File: config.mk
export PLATFORM = sky130hd
export DESIGN_NAME = branch_predictor_btb
export DESIGN_NICKNAME = d
export VERILOG_FILES = /design/src/rtl/branch_predictor_btb.sv
export SDC_FILE = /design/constraint.sdc
export NUM_CORES = 2
export LEC_CHECK = 0
export ABC_AREA = 0
export ABC_CLOCK_PERIOD_IN_PS = 10600
export CORE_MARGIN = 2
export CORE_UTILIZATION = 60
export CTS_CLUSTER_DIAMETER = 100
export CTS_CLUSTER_SIZE = 20
export DETAILED_ROUTE_END_ITERATION = 10
export PLACE_DENSITY = 0.77
export SLEW_MARGIN = 15
export SYNTH_ARGS = -nofsm -noshare
export SYNTH_HDL_FRONTEND = slang
export SYNTH_SLANG_ARGS = --single-unit
File: constraint.sdc
create_clock -name cpu_clk -period 10.6 [get_ports cpu_clk]
set_input_delay 2.12 -clock cpu_clk [delete_from_list [all_inputs] [get_ports cpu_clk]]
set_output_delay 2.12 -clock cpu_clk [all_outputs]
set_load 0.01 [all_outputs]
File: src/rtl/branch_predictor_btb.sv
// Direct-mapped branch target buffer with per-entry saturating direction
// counters. Lookup in IF is purely combinational. Training happens at the
// rising edge from the resolved control-flow instruction in EX. EX also
// produces the mispredict/redirect decision and two performance counters.
module branch_predictor_btb #(
    parameter int ENTRIES = 16,
    parameter int TAG_W   = 8,
    parameter int CNT_W   = 2,
    parameter int STAT_W  = 32
) (
    input  logic              cpu_clk,
    input  logic              cpu_rst,
    input  logic [31:0]       if_pc,
    output logic              pred_taken,
    output logic [31:0]       pred_target,
    input  logic              ex_valid,
    input  logic [31:0]       ex_pc,
    input  logic              ex_is_branch,
    input  logic              ex_is_jump,
    input  logic              ex_taken,
    input  logic [31:0]       ex_target,
    input  logic              ex_pred_taken,
    input  logic [31:0]       ex_pred_target,
    output logic              mispredict,
    output logic [31:0]       redirect_pc,
    output logic [STAT_W-1:0] stat_ctrl,
    output logic [STAT_W-1:0] stat_miss
);
    localparam int IDX_W = $clog2(ENTRIES);

    localparam logic [CNT_W-1:0]  CNT_ONE  = CNT_W'(1);
    localparam logic [CNT_W-1:0]  CNT_MAX  = '1;
    localparam logic [CNT_W-1:0]  CNT_WT   = CNT_W'(1 << (CNT_W - 1));
    localparam logic [CNT_W-1:0]  CNT_WNT  = CNT_W'((1 << (CNT_W - 1)) - 1);
    localparam logic [STAT_W-1:0] STAT_ONE = STAT_W'(1);

    // Table storage; target keeps only the word-aligned bits [31:2].
    logic              valid_q  [ENTRIES];
    logic [TAG_W-1:0]  tag_q    [ENTRIES];
    logic              jump_q   [ENTRIES];
    logic [29:0]       target_q [ENTRIES];
    logic [CNT_W-1:0]  cnt_q    [ENTRIES];

    logic [STAT_W-1:0] stat_ctrl_q, stat_ctrl_d;
    logic [STAT_W-1:0] stat_miss_q, stat_miss_d;

    // IF lookup
    logic [IDX_W-1:0] if_idx;
    logic [TAG_W-1:0] if_tag;
    logic             if_hit;

    assign if_idx      = if_pc[IDX_W+1:2];
    assign if_tag      = if_pc[IDX_W+TAG_W+1:IDX_W+2];
    assign if_hit      = valid_q[if_idx] && (tag_q[if_idx] == if_tag);
    // Jumps are always predicted taken on a hit, whatever the counter says.
    assign pred_taken  = if_hit && (jump_q[if_idx] || cnt_q[if_idx][CNT_W-1]);
    assign pred_target = pred_taken ? {target_q[if_idx], 2'b00} : (if_pc + 32'd4);

    // EX resolution
    logic [IDX_W-1:0] ex_idx;
    logic [TAG_W-1:0] ex_tag;
    logic             ex_hit;
    logic             ex_ctrl;
    logic             ex_actual;
    logic [31:0]      ex_next_pc;

    assign ex_idx     = ex_pc[IDX_W+1:2];
    assign ex_tag     = ex_pc[IDX_W+TAG_W+1:IDX_W+2];
    assign ex_hit     = valid_q[ex_idx] && (tag_q[ex_idx] == ex_tag);
    assign ex_ctrl    = ex_is_branch | ex_is_jump;
    assign ex_actual  = ex_taken & ex_ctrl;
    assign ex_next_pc = ex_actual ? ex_target : (ex_pc + 32'd4);

    // A wrong direction, or a right "taken" with the wrong target, both redirect.
    assign mispredict  = ex_valid &&
                         ((ex_pred_taken != ex_actual) ||
                          (ex_actual && (ex_pred_target != ex_target)));
    assign redirect_pc = ex_valid ? ex_next_pc : 32'd0;

    assign stat_ctrl = stat_ctrl_q;
    assign stat_miss = stat_miss_q;

    // Training write for the entry addressed by ex_pc
    logic             wr_en;
    logic             wr_valid;
    logic [TAG_W-1:0] wr_tag;
    logic             wr_jump;
    logic [29:0]      wr_target;
    logic [CNT_W-1:0] wr_cnt;

    // Decide whether and how the EX instruction rewrites its table entry.
    always_comb begin
        wr_en     = 1'b0;
        wr_valid  = valid_q[ex_idx];
        wr_tag    = tag_q[ex_idx];
        wr_jump   = jump_q[ex_idx];
        wr_target = target_q[ex_idx];
        wr_cnt    = cnt_q[ex_idx];
        if (ex_valid) begin
            if (ex_ctrl && ex_hit) begin
                wr_en = 1'b1;
                if (ex_actual) begin
                    if (cnt_q[ex_idx] != CNT_MAX) begin
                        wr_cnt = cnt_q[ex_idx] + CNT_ONE;
                    end
                    wr_target = ex_target[31:2];
                    wr_jump   = ex_is_jump;
                end else if (cnt_q[ex_idx] != '0) begin
                    wr_cnt = cnt_q[ex_idx] - CNT_ONE;
                end
            end else if (ex_ctrl && ex_actual) begin
                // Fresh allocation (or replacement of a different tag).
                wr_en     = 1'b1;
                wr_valid  = 1'b1;
                wr_tag    = ex_tag;
                wr_jump   = ex_is_jump;
                wr_target = ex_target[31:2];
                wr_cnt    = CNT_WT;
            end else if (!ex_ctrl && ex_hit) begin
                // Entry matched a non-control instruction: stale or aliased, drop it.
                wr_en    = 1'b1;
                wr_valid = 1'b0;
            end
        end
    end

    // Saturating performance counters, advanced only by real EX instructions.
    always_comb begin
        stat_ctrl_d = stat_ctrl_q;
        stat_miss_d = stat_miss_q;
        if (ex_valid && ex_ctrl && (stat_ctrl_q != '1)) begin
            stat_ctrl_d = stat_ctrl_q + STAT_ONE;
        end
        if (mispredict && (stat_miss_q != '1)) begin
            stat_miss_d = stat_miss_q + STAT_ONE;
        end
    end

    // Table state: async clear to invalid/weak-not-taken, single-entry write per cycle.
    always_ff @(posedge cpu_clk or negedge cpu_rst) begin
        if (!cpu_rst) begin
            for (int i = 0; i < ENTRIES; i++) begin
                valid_q[i]  <= 1'b0;
                tag_q[i]    <= '0;
                jump_q[i]   <= 1'b0;
                target_q[i] <= '0;
                cnt_q[i]    <= CNT_WNT;
            end
        end else if (wr_en) begin
            valid_q[ex_idx]  <= wr_valid;
            tag_q[ex_idx]    <= wr_tag;
            jump_q[ex_idx]   <= wr_jump;
            target_q[ex_idx] <= wr_target;
            cnt_q[ex_idx]    <= wr_cnt;
        end
    end

    // Statistics registers.
    always_ff @(posedge cpu_clk or negedge cpu_rst) begin
        if (!cpu_rst) begin
            stat_ctrl_q <= '0;
            stat_miss_q <= '0;
        end else begin
            stat_ctrl_q <= stat_ctrl_d;
            stat_miss_q <= stat_miss_d;
        end
    end

endmodule

==> impl_results.html <==
<table>
<tr><th>Metric</th><th>Value</th></tr>
<tr><th colspan="2">STA</th></tr>
<tr><td>Final sum of negative setup slack</td><td>0 ns</td></tr>
<tr><td>Time the final worst path needs with I/O delays and setup</td><td>8.591 ns</td></tr>
<tr><td>Unrepaired setup endpoints after global routing</td><td>no</td></tr>
<tr><td>Maximum clock skew at final layout</td><td>0.01278 ns</td></tr>
<tr><td>Final number of setup-violating endpoints</td><td>0</td></tr>
<tr><td>Final max-slew violation count</td><td>0</td></tr>
<tr><td>Max frequency</td><td>roughly 120 MHz</td></tr>
<tr><td>Max_slew headroom</td><td>20.11%</td></tr>
<tr><td>Transition at the pin with the smallest max-transition slack</td><td>around 1.2 ns</td></tr>
<tr><td>Final period util</td><td>81.05%</td></tr>
<tr><td>Final count of hold timing violations</td><td>0</td></tr>
<tr><th colspan="2">Critical path</th></tr>
<tr><td>Startpoint type of the worst setup path</td><td>input port</td></tr>
<tr><td>Setup Crit Path Kind</td><td>in2out</td></tr>
<tr><td>Largest fanout of any net on the critical path</td><td>a little over 80</td></tr>
<tr><td>Critical path capture point type</td><td>primary output</td></tr>
<tr><td>Critical Path RT</td><td>8.48 ns</td></tr>
<tr><td>Arrival time reported for the critical path endpoint</td><td>~6.5 ns</td></tr>
<tr><th colspan="2">Placed design</th></tr>
<tr><td>Placed Cells incl. Taps</td><td>4399</td></tr>
<tr><td>Buffers added on ports</td><td>roughly 260</td></tr>
<tr><td>Standard cell area after detailed placement</td><td>0.04249 mm^2</td></tr>
<tr><td>Detailed-placement wirelength estimate</td><td>between 70000 and 80000 um</td></tr>
<tr><td>RD Place Congestion</td><td>roughly 0.87</td></tr>
<tr><th colspan="2">Pwr</th></tr>
<tr><td>Part of the power in combinational logic</td><td>28.5%</td></tr>
<tr><td>Clock group share of total power</td><td>approximately a fifth</td></tr>
<tr><td>Net load switching power</td><td>roughly 2.5 mW</td></tr>
<tr><td>Peak supply drop</td><td>around 110 uV</td></tr>
<tr><td>Power after layout</td><td>between 7 and 8 mW</td></tr>
<tr><td>Internal</td><td>approximately 5.3 mW</td></tr>
<tr><td>Flop pwr share</td><td>about 50%</td></tr>
<tr><td>Switching power share of the total</td><td>32.02%</td></tr>
<tr><td>Power density cells</td><td>roughly 180 mW/mm^2</td></tr>
<tr><td>Leakage power of the design</td><td>about 18 nW</td></tr>
<tr><th colspan="2">Routing</th></tr>
<tr><td>Total met3 wirelength after detailed routing</td><td>approximately 13000 um</td></tr>
<tr><td>Initial DRC count</td><td>~3800</td></tr>
<tr><td>Number of nets still failing antenna checks after routing</td><td>0</td></tr>
<tr><td>DRT Pass-1 Iters</td><td>6</td></tr>
<tr><td>Post-route met1 wirelength</td><td>~43000 um</td></tr>
<tr><td>Final wirelength</td><td>approximately 120000 um</td></tr>
<tr><td>Number of DRC violations after detailed routing</td><td>0</td></tr>
<tr><td>Routed met2 length</td><td>55460 um</td></tr>
<tr><td>Average detailed-routed wire length per instance</td><td>26.29 um</td></tr>
<tr><td>Total vias in the final route</td><td>around 30000</td></tr>
<tr><td>Top routing layer in use</td><td>met5</td></tr>
<tr><td>Per-cell via count in the routed design</td><td>between 6 and 7</td></tr>
<tr><th colspan="2">Clock network</th></tr>
<tr><td>TritonCTS buffer count</td><td>42</td></tr>
<tr><td>Clk pin slew, worst setup/hold paths</td><td>0.08 ns</td></tr>
<tr><td>Clock tree from TritonCTS</td><td>built</td></tr>
<tr><td>Post-CTS Setup Bufs</td><td>0</td></tr>
<tr><td>CTS Buffer Depth</td><td>3</td></tr>
<tr><td>H-Tree Depth</td><td>2</td></tr>
<tr><td>Number of resized instances in the post-cts repair step</td><td>0</td></tr>
<tr><td>Root Buffer</td><td>sky130_fd_sc_hd__clkbuf_16</td></tr>
<tr><td>Sink count of the clock tree</td><td>around 740</td></tr>
<tr><td>Insertion delay of the later-clocked pin in the worst-skew pair</td><td>~0.6 ns</td></tr>
<tr><td>CTS hold repair buffers</td><td>0</td></tr>
<tr><th colspan="2">Synthesis</th></tr>
<tr><td>Sequential-to-total area share from yosys stat</td><td>a little under half</td></tr>
<tr><td>Primary flip-flop cell chosen by synthesis mapping</td><td>sky130_fd_sc_hd__dfrtp_1</td></tr>
<tr><td>Total nets after synthesis</td><td>3673</td></tr>
<tr><td>Distinct cell type count of the synthesized netlist</td><td>~50</td></tr>
<tr><td>Post-synthesis instance area</td><td>~0.040 mm^2</td></tr>
<tr><td>Yosys reg bits</td><td>approximately 740</td></tr>
<tr><td>Portion of synthesized cell area occupied by the leading cell type</td><td>between 40 and 50%</td></tr>
<tr><td>Total of warnings raised by yosys</td><td>0</td></tr>
<tr><td>Mean instance size in the synthesized netlist</td><td>~11 um^2</td></tr>
<tr><td>Number of enable flip-flop cells after synthesis</td><td>0</td></tr>
<tr><td>Share of async-settable or async-resettable flops after synthesis</td><td>100.0%</td></tr>
<tr><td>Area leader, netlist</td><td>sky130_fd_sc_hd__dfrtp_1</td></tr>
<tr><td>Largest cells by area after synthesis</td><td>sky130_fd_sc_hd__dfrtp_1, sky130_fd_sc_hd__mux4_2, sky130_fd_sc_hd__a21oi_1, sky130_fd_sc_hd__nor2_1, sky130_fd_sc_hd__o21ai_0</td></tr>
<tr><td>Post-Syn Instances</td><td>3531</td></tr>
<tr><th colspan="2">Floorplan</th></tr>
<tr><td>Placement row count</td><td>94</td></tr>
<tr><td>Placeable core region</td><td>approximately 0.066 mm^2</td></tr>
<tr><td>Horizontal die dimension</td><td>approximately 260 um</td></tr>
<tr><td>Die footprint</td><td>about 0.068 mm^2</td></tr>
<tr><td>Chip height</td><td>between 200 and 300 um</td></tr>
<tr><td>Starting Density</td><td>between 60 and 70%</td></tr>
<tr><td>I/O pin count</td><td>265</td></tr>
<tr><th colspan="2">Final layout</th></tr>
<tr><td>Number of standard cells in the final layout excluding fillers</td><td>approximately 4500</td></tr>
<tr><td>Fillers</td><td>4955</td></tr>
<tr><td>Antenna cell count</td><td>0</td></tr>
<tr><td>Fraction of layout cells with a size suffix above 1</td><td>16.47%</td></tr>
<tr><td>Area of all placed cells without fillers</td><td>roughly 0.044 mm^2</td></tr>
<tr><td>Layout-stage area growth over the synthesis result</td><td>10.06%</td></tr>
<tr><td>Net count reported at finish</td><td>~3700</td></tr>
<tr><th colspan="2">GRT</th></tr>
<tr><td>Number of global-route vias before repair</td><td>roughly 30000</td></tr>
<tr><td>Overall global routing resource usage</td><td>between 30% and 40%</td></tr>
<tr><td>Congestion Overflow GR</td><td>0</td></tr>
<tr><td>Initial antenna violation count</td><td>4</td></tr>
<tr><td>Maximum number of pins on one net before global-route repair</td><td>approximately 170</td></tr>
<tr><td>Wire length of the first global-routing pass</td><td>approximately 180000 um</td></tr>
<tr><th colspan="2">Outcome</th></tr>
<tr><td>Result of the run</td><td>completed</td></tr>
<tr><th colspan="2">Job</th></tr>
<tr><td>Number of violations of the max-capacitance limit</td><td>0</td></tr>
<tr><th colspan="2">Min path</th></tr>
<tr><td>Class of the most critical hold timing path</td><td>reg2reg</td></tr>
</table>
==> per-layer routing <==
metal | vias to the layer above | global-route usage [%]
li1 | 12820 | -
met1 | 15150 | 45.98
met2 | 1631 | 54.23
met3 | 321 | 9.214
met4 | 6 | 16.93
met5 | - | 0
==> flip-flops by register name (all words and copies together) (netlist names) <==
signal     cells
stat_ctrl     32
tag_q        128
stat_miss     32
valid_q       16
jump_q        16
target_q     480
cnt_q         32
==> power groups by stage <==
stage | clock [mW] | sequential [mW] | combinational [mW]
global placement | 0 | 3.92 | 2.11
global route | 1.78 | 4.02 | 2.44
finish | 1.67 | 3.95 | 2.23
detailed placement | 0 | 3.97 | 2.19
floorplan | 0 | 3.82 | 1.62
CTS | 1.68 | 3.92 | 2.21
==> cells in the mapped netlist (2+ instances only) <==
cell                       instances
sky130_fd_sc_hd__dfrtp_1         720
sky130_fd_sc_hd__nor2_1          596
sky130_fd_sc_hd__a21oi_1         527
sky130_fd_sc_hd__mux4_2          387
sky130_fd_sc_hd__nand2_1         238
sky130_fd_sc_hd__o21ai_0         193
sky130_fd_sc_hd__buf_2           131
sky130_fd_sc_hd__clkbuf_1        125
sky130_fd_sc_hd__xor2_1           87
sky130_fd_sc_hd__mux2i_1          73
sky130_fd_sc_hd__xnor2_1          70
sky130_fd_sc_hd__nand3_1          62
sky130_fd_sc_hd__nand4_1          30
sky130_fd_sc_hd__and3_1           28
sky130_fd_sc_hd__a21oi_2          27
sky130_fd_sc_hd__a211oi_1         25
sky130_fd_sc_hd__buf_4            23
sky130_fd_sc_hd__buf_1            20
sky130_fd_sc_hd__buf_6            20
sky130_fd_sc_hd__dfstp_2          16
sky130_fd_sc_hd__nor4_1           11
sky130_fd_sc_hd__o211ai_1         11
sky130_fd_sc_hd__and2_1           10
sky130_fd_sc_hd__inv_1            10
sky130_fd_sc_hd__nor3_1           10
sky130_fd_sc_hd__and4_1            9
sky130_fd_sc_hd__mux2_2            9
sky130_fd_sc_hd__or3_1             8
sky130_fd_sc_hd__ha_1              7
sky130_fd_sc_hd__a21o_1            6
sky130_fd_sc_hd__a22oi_1           6
sky130_fd_sc_hd__nor2b_1           5
sky130_fd_sc_hd__a311oi_1          4
sky130_fd_sc_hd__nor3b_1           4
sky130_fd_sc_hd__a31oi_1           3
sky130_fd_sc_hd__clkinv_1          3
sky130_fd_sc_hd__nand2b_1          2
sky130_fd_sc_hd__o21ai_1           2
==> path summary, 6_finish.rpt <==
kind / from / endpoint / slack [ns] / depth (start not counted)
worst min-delay path: cnt_q[28] / cnt_q[28] / 0.49 / 2
min in group asynchronous: cpu_rst / stat_miss[19] / 1.55 / 1
worst max-delay path: if_pc[2] / pred_target[3] / 2.01 / 10
worst max register to register: tag_q[84] / cnt_q[0] / 6.13 / 10
max in group asynchronous: cpu_rst / target_q[261] / 6.83 / 3
worst min register to register: cnt_q[28] / cnt_q[28] / 0.49 / 2
==> worst max-delay path, stage by stage <==
cell and delay (ns):
sky130_fd_sc_hd__buf_8 0.69, sky130_fd_sc_hd__buf_4 0.87, sky130_fd_sc_hd__o21ai_0 0.23, sky130_fd_sc_hd__mux4_2 0.50, sky130_fd_sc_hd__o211ai_1 0.30, sky130_fd_sc_hd__nor4_1 0.09
sky130_fd_sc_hd__nand4_1 0.11, sky130_fd_sc_hd__buf_4 0.58, sky130_fd_sc_hd__mux2_2 0.41, sky130_fd_sc_hd__clkdlybuf4s50_1 0.48
==> logic make-up after synthesis <==
kind of cell             share of synthesized area [%]
flip-flops                                       46.46
AO/OA/AOI/OAI                                    10.92
multiplexers                                     24.06
adder cells (fa/ha/maj)                         0.2459
buffers and inverters                            4.149
AND/OR/NAND/NOR                                  10.69
XOR/XNOR                                         3.465
==> layout make-up <==
class | count | area, um^2 | area share (%)
Inverter | 13 | 48.80 | 0.1117
Sequential cell | 736 | 18440 | 42.21
Tap cell | 864 | 1081 | 2.475
Multi-Input combinational cell | 2463 | 19840 | 45.43
Clock inverter | 2 | 13.76 | 0.03151
Timing Repair Buffer | 323 | 3146 | 7.202
Clock buffer | 51 | 1106 | 2.532
==> stage by stage <==
stage          hold slack (ns)  util (%)  setup slack, ns
6_report                0.4883     66.55            2.009
5_1_grt                 0.5179     66.55            1.691
4_1_cts                 0.4921     66.44            1.906
3_5_place_dp            0.4795     64.74            1.914
3_3_place_gp            0.4670     64.70            2.038
2_1_floorplan           0.4584         -            3.371
==> layout by cell type (no fill, tap or decap), drive strengths merged, types with 2 or more instances in the layout <==
cell / n
a21o: 6
nor2: 596
o211ai: 11
nor4: 11
and2: 11
nor2b: 5
nand2: 238
a211oi: 25
nand3: 63
a21oi: 554
dfstp: 16
clkdlybuf4s50: 255
dfrtp: 720
nand4: 30
nor3: 11
xor2: 87
mux2: 9
clkinv: 4
inv: 11
clkbuf: 52
ha: 7
a31oi: 3
mux4: 387
o21ai: 195
a22oi: 6
and4: 9
mux2i: 73
and3: 28
nand2b: 2
buf: 67
a311oi: 4
nor3b: 4
xnor2: 70
or3: 8
No activity file was read; power rests on OpenSTA's default activity.
